--- config.mk ---
export PLATFORM = sky130hd
export DESIGN_NAME = pattern_player
export DESIGN_NICKNAME = d
export VERILOG_FILES = /design/src/rtl/pattern_player.sv
export SDC_FILE = /design/constraint.sdc
export NUM_CORES = 1
export LEC_CHECK = 0
export ABC_AREA = 1
export ABC_CLOCK_PERIOD_IN_PS = 2800
export BUFFER_PORTS_ARGS = -buffer_cell sky130_fd_sc_hd__buf_2
export CAP_MARGIN = 20
export CORE_MARGIN = 2
export CORE_UTILIZATION = 25
export CTS_CLUSTER_SIZE = 10
export DETAILED_ROUTE_END_ITERATION = 10
export GPL_TIMING_DRIVEN = 0
export SLEW_MARGIN = 20
export SYNTH_ARGS = -nofsm -noshare
export SYNTH_HDL_FRONTEND = slang
export SYNTH_SLANG_ARGS = --single-unit
--- constraint.sdc ---
create_clock -name clk -period 2.8 [get_ports clk]
set_input_delay 0.7 -clock clk [delete_from_list [all_inputs] [get_ports clk]]
set_output_delay 0.7 -clock clk [all_outputs]
set_load 0.1 [all_outputs]
--- src/rtl/pattern_player.sv ---
// pattern_player: replays the stored LED pattern, one RAM entry per step, paced by blink_clk edges.
// Latency: start -> RAM read strobe next cycle, first LED lit three cycles after start.
// Backpressure: none; start is ignored while busy, abort cancels at once. Option: PATTERN_PLAYER_SPEEDUP_EN.
module pattern_player #(
  parameter int NUM_LEDS    = 4,
  parameter int IDX_W       = 2,
  parameter int ADDR_W      = 5,
  parameter int ON_TICKS    = 1,
  parameter int OFF_TICKS   = 1,
  parameter int FAST_THRESH = 8
) (
  input  logic                clk,
  input  logic                rst,
  input  logic                blink_clk,
  input  logic                start,
  input  logic                abort,
  input  logic [ADDR_W:0]     seq_len,
  output logic                rd_en,
  output logic [ADDR_W-1:0]   rd_addr,
  input  logic [IDX_W-1:0]    rd_data,
  output logic [NUM_LEDS-1:0] led,
  output logic                busy,
  output logic                done
);

  localparam int LEN_W     = ADDR_W + 1;
  localparam int MAX_TICKS = (ON_TICKS > OFF_TICKS) ? ON_TICKS : OFF_TICKS;
  localparam int CNT_W     = (MAX_TICKS > 1) ? $clog2(MAX_TICKS) : 1;
  localparam logic [LEN_W-1:0] MAX_LEN = {1'b1, {ADDR_W{1'b0}}};

  typedef enum logic [2:0] {IDLE, FETCH, WAIT_DATA, SHOW, GAP, DONE} stateT;

  stateT               state, stateNext;
  logic [ADDR_W-1:0]   step, stepNext;
  logic [LEN_W-1:0]    lenQ, lenNext;
  logic [IDX_W-1:0]    idxQ, idxNext;
  logic [CNT_W-1:0]    tickCnt, cntNext;
  logic [NUM_LEDS-1:0] ledNext;
  logic                blinkD;
  logic                tick;

  // blink_clk is only ever a data input; its edges become single-cycle ticks.
`ifdef PATTERN_PLAYER_SPEEDUP_EN
  logic fastMode;
  assign fastMode = (int'(lenQ) >= FAST_THRESH);
  assign tick     = fastMode ? (blink_clk ^ blinkD) : (blink_clk & ~blinkD);
`else
  // FAST_THRESH only influences the speed-up build.
  logic unusedFastThresh;
  assign unusedFastThresh = (FAST_THRESH != 0);
  assign tick             = blink_clk & ~blinkD;
`endif

  // Next-state logic: abort outranks everything, including a start in IDLE.
  always_comb begin
    stateNext = state;
    stepNext  = step;
    lenNext   = lenQ;
    idxNext   = idxQ;
    cntNext   = tickCnt;
    if (abort) begin
      stateNext = IDLE;
    end else begin
      case (state)
        IDLE: begin
          if (start) begin
            lenNext   = (seq_len > MAX_LEN) ? MAX_LEN : seq_len;
            stepNext  = '0;
            stateNext = (seq_len == '0) ? DONE : FETCH;
          end
        end
        FETCH:     stateNext = WAIT_DATA;
        WAIT_DATA: begin
          idxNext   = rd_data;
          cntNext   = '0;
          stateNext = SHOW;
        end
        SHOW: begin
          if (tick) begin
            if (tickCnt == CNT_W'(ON_TICKS - 1)) begin
              cntNext   = '0;
              stateNext = GAP;
            end else begin
              cntNext = tickCnt + 1'b1;
            end
          end
        end
        GAP: begin
          if (tick) begin
            if (tickCnt == CNT_W'(OFF_TICKS - 1)) begin
              cntNext = '0;
              // len_q is one bit wider than step, so the last step is reached without wrapping.
              if ({1'b0, step} == lenQ - 1'b1) begin
                stateNext = DONE;
              end else begin
                stepNext  = step + 1'b1;
                stateNext = FETCH;
              end
            end else begin
              cntNext = tickCnt + 1'b1;
            end
          end
        end
        DONE:    stateNext = IDLE;
        default: stateNext = IDLE;
      endcase
    end
  end

  // LED pattern for the coming cycle; out-of-range indices leave every LED dark.
  always_comb begin
    ledNext = '0;
    if (stateNext == SHOW) begin
      for (int i = 0; i < NUM_LEDS; i++) begin
        ledNext[i] = (int'(idxNext) == i);
      end
    end
  end

  // State, step bookkeeping and blink edge history.
  always_ff @(posedge clk) begin
    if (rst) begin
      state   <= IDLE;
      step    <= '0;
      lenQ    <= '0;
      idxQ    <= '0;
      tickCnt <= '0;
      blinkD  <= 1'b1;
    end else begin
      state   <= stateNext;
      step    <= stepNext;
      lenQ    <= lenNext;
      idxQ    <= idxNext;
      tickCnt <= cntNext;
      blinkD  <= blink_clk;
    end
  end

  // Outputs registered from the next state so they line up with the state register.
  always_ff @(posedge clk) begin
    if (rst) begin
      rd_en   <= 1'b0;
      rd_addr <= '0;
      led     <= '0;
      busy    <= 1'b0;
      done    <= 1'b0;
    end else begin
      rd_en   <= (stateNext == FETCH);
      rd_addr <= stepNext;
      led     <= ledNext;
      busy    <= (stateNext != IDLE);
      done    <= (stateNext == DONE);
    end
  end

endmodule

==> results.sh <==
export IMPL_outcome="finished, final reports clean"
export IMPL_wl_met2_um=1270
export IMPL_nNetsFinal=224
export IMPL_cp_num_cells=1
export IMPL_min_period_ns=1.94
export IMPL_path_delay_family="buffers and inverters"
export IMPL_p_int_uw=576
export IMPL_htreeDepth=1
export IMPL_syn_avg_cell_area_um2=6.82
export IMPL_timing_fmax_mhz=516
export IMPL_place_worst_setup_slack_ns=0.867
export IMPL_timing_final_crit_share=0.692
export IMPL_cp_data_arrival_time_ns=1.24
export IMPL_grt_antenna_before_repair=0
export IMPL_synth_edf_count=0
export IMPL_rsz0062_at_grt="false"
export IMPL_wl_per_cell_um=9.88
export IMPL_dp_hpwl_um=2100
export IMPL_synth_fp_nets=196
export IMPL_wl_met1_um=1290
export IMPL_drc_errors=0
export IMPL_crit_path_end="rd_addr[2]"
export IMPL_setup_worst_path_end_class="primary output"
export IMPL_netlist_area_um2=1230
export IMPL_synthAdderAreaFrac=0.0203
export IMPL_synth_flop_cell="dfxtp_1"
export IMPL_die_h_um=74.2
export IMPL_finalPower_uw=777
export IMPL_worstPathRequired_ns=2.10
export IMPL_synth_top_family_by_area="simple AND/OR/NAND/NOR gates"
export IMPL_leakage_nw=0.687
export IMPL_routed_wl_um=2720
export IMPL_p_clk_frac=0.392
export IMPL_grt_ovfl_total=0
export IMPL_r2r_slack_ns=1.03
export IMPL_cts_setup_buffers=0
export IMPL_cts_inserted_buffers=3
export IMPL_wl_met3_um=137
export IMPL_setup_ws_ns=0.862
export IMPL_clock_sinks=24
export IMPL_cp_buffers_inverters=1
export IMPL_boundaryPins=25
export IMPL_dr_pass1_iters=4
export IMPL_synth_simple_gate_area_frac=0.379
export IMPL_yosys_warnings=0
export IMPL_cp_start_kind="flop"
export IMPL_finalHoldViolCount=0
export IMPL_layoutNonFillerInstCount=275
export IMPL_grt_pass1_wl_um=4720
export IMPL_synth_area_leaders="dfxtp_1 (39%), nand2_1 (15%), inv_1 (7.3%)"
export IMPL_synth_area_mux_share=0
export IMPL_slew_violations=0
export IMPL_worst_pin_slew_ns=0.635
export IMPL_startpoint="rd_addr[2]$_SDFFE_PP0P_"
export IMPL_drt_iter0_drc=40
export IMPL_synth_top_area_share=0.389
export IMPL_syn_instance_count=181
export IMPL_route_top_layer_used="met4"
export IMPL_maxSlewHeadroom=0.577
export IMPL_portBuffers=23
export IMPL_worstPathMaxFanout=7
export IMPL_timing_rr_start="lenQ[0]$_SDFFE_PP0P_"
export IMPL_via_per_inst=4.22
export IMPL_hold_path_class="flop to flop"
export IMPL_path_class="flop to primary output"
export IMPL_diodes=0
export IMPL_async_flop_share=0
export IMPL_synth_xor_xnor_area_share=0.0284
export IMPL_rows=25
export IMPL_place_congestion=0.752
export IMPL_max_cap_violations=0
export IMPL_place_inst=271
export IMPL_grt_max_degree=15
export IMPL_die_area_um2=5510
export IMPL_switching_share=0.258
export IMPL_postRouteAntennaNets=0
export IMPL_synthTopCellsByCount="nand2_1 (50), dfxtp_1 (24), inv_1 (24)"
export IMPL_switching_power_uw=201
export IMPL_combPwrFrac=0.146
export IMPL_max_vdd_ir_drop_mv=0.347
export IMPL_clock_latency_ns=0.27
export IMPL_cts_repair_resized=0
export IMPL_setup_tns_ns=0
export IMPL_vias=1161
export IMPL_seq_area_frac_synth=0.389
export IMPL_yosysMostFrequentCell="nand2_1"
export IMPL_ys_types=24
export IMPL_final_layout_size_suffix_gt1_frac=0.221
export IMPL_cts_tree="built"
export IMPL_track_usage=0.109
export IMPL_finalSetupViolations=0
export IMPL_synth_compound_area_frac=0.0943
export IMPL_finClkSkew_ns=0.00186
export IMPL_ctsLongestPathBuffers=2
export IMPL_ys_ff_latch=24
export IMPL_die_width_um=74.2
export IMPL_rr_worst_depth=15
export IMPL_pwr_share_seq=0.462
export IMPL_grt_pass1_vias=1099
export IMPL_crit_slowest_cell="buf_2"
export IMPL_start_util=0.259
export IMPL_hold_buffers=0
export IMPL_cpPeakStageDelay_ns=0.49
export IMPL_synth_top_area_cell="dfxtp_1"
export IMPL_n_fill_cell=550
export IMPL_final_area_um2=1500
export IMPL_placed_cell_area_um2=1430
export IMPL_clk_pin_slew_worst_paths_ns=0.09
export IMPL_ctsRootBufferMaster="clkbuf_8"
export IMPL_timing_rr_end="rd_addr[1]$_SDFFE_PP0P_"
export IMPL_syn_to_final_growth_pct=21.9
export IMPL_holdCritStartpoint="lenQ[1]$_SDFFE_PP0P_"
export IMPL_pwr_density_cell_nw_per_um2=517
export IMPL_core_area_um2=4750
export IMPL_worstPathCellList="buf_2"
routing by layer:
layer,track usage,vias up
met5,0,-
met3,0.0298,2
met2,0.190,23
met1,0.135,509
li1,-,627
met4,0.0238,0
how the worst min path moves through the flow:
| stage | endpoint | depth (start not counted) |
|---|---|---|
| finish | lenQ[1]$_SDFFE_PP0P_ | 2 |
| global route | lenQ[0]$_SDFFE_PP0P_ | 2 |
| detailed placement | lenQ[0]$_SDFFE_PP0P_ | 2 |
| floorplan | lenQ[1]$_SDFFE_PP0P_ | 2 |
| global placement | lenQ[0]$_SDFFE_PP0P_ | 2 |
| CTS | lenQ[1]$_SDFFE_PP0P_ | 2 |
through the flow:
stage           util  hold WS, ns
2_1_floorplan      -        0.466
3_3_place_gp   0.301        0.482
3_5_place_dp   0.301        0.488
4_1_cts        0.316        0.509
5_1_grt        0.316        0.546
6_report       0.316        0.506
power groups by stage:
stage / registers [mW] / logic [mW] / clock network [mW]
after floorplan: 0.391 / 0.0625 / 0
after global placement: 0.367 / 0.113 / 0
after detailed placement: 0.367 / 0.114 / 0
after CTS: 0.359 / 0.115 / 0.314
after global routing: 0.361 / 0.128 / 0.324
final: 0.359 / 0.113 / 0.305
cell type report:
cell class | instances | area [um^2] | area share
Buffer | 2 | 7.51 | 0.00499
Clock buffer | 3 | 41.3 | 0.0275
Clock inverter | 1 | 30.0 | 0.0200
Inverter | 27 | 101 | 0.0674
Multi-Input combinational cell | 128 | 644 | 0.428
Sequential cell | 24 | 480 | 0.319
Tap cell | 67 | 83.8 | 0.0557
Timing Repair Buffer | 23 | 115 | 0.0765
layout by cell type (no fill, tap or decap), drive strengths merged, types with 3 or more instances in the layout:
| master | count |
|---|---|
| nand2 | 56 |
| inv | 27 |
| nor2 | 22 |
| buf | 23 |
| dfxtp | 24 |
| xor2 | 3 |
| a21oi | 12 |
| o21ai | 3 |
| clkbuf | 5 |
| nand3 | 14 |
| nor3 | 7 |
sequential cells by signal, summed over array words and instances, names as in the netlist:
signal and count:
blinkD 1, busy 1, done 1, idxQ 2, led 4, lenQ 6
rd_addr 5, rd_en 1, state 3
logic make-up after synthesis:
| kind of cell | count (synthesis) |
|---|---|
| AO/OA/AOI/OAI | 18 |
| XOR/XNOR | 4 |
| AND/OR/NAND/NOR | 104 |
| flip-flops | 24 |
| adder cells (fa/ha/maj) | 2 |
| buffers and inverters | 29 |
No activity file was read; power rests on OpenSTA's default activity.
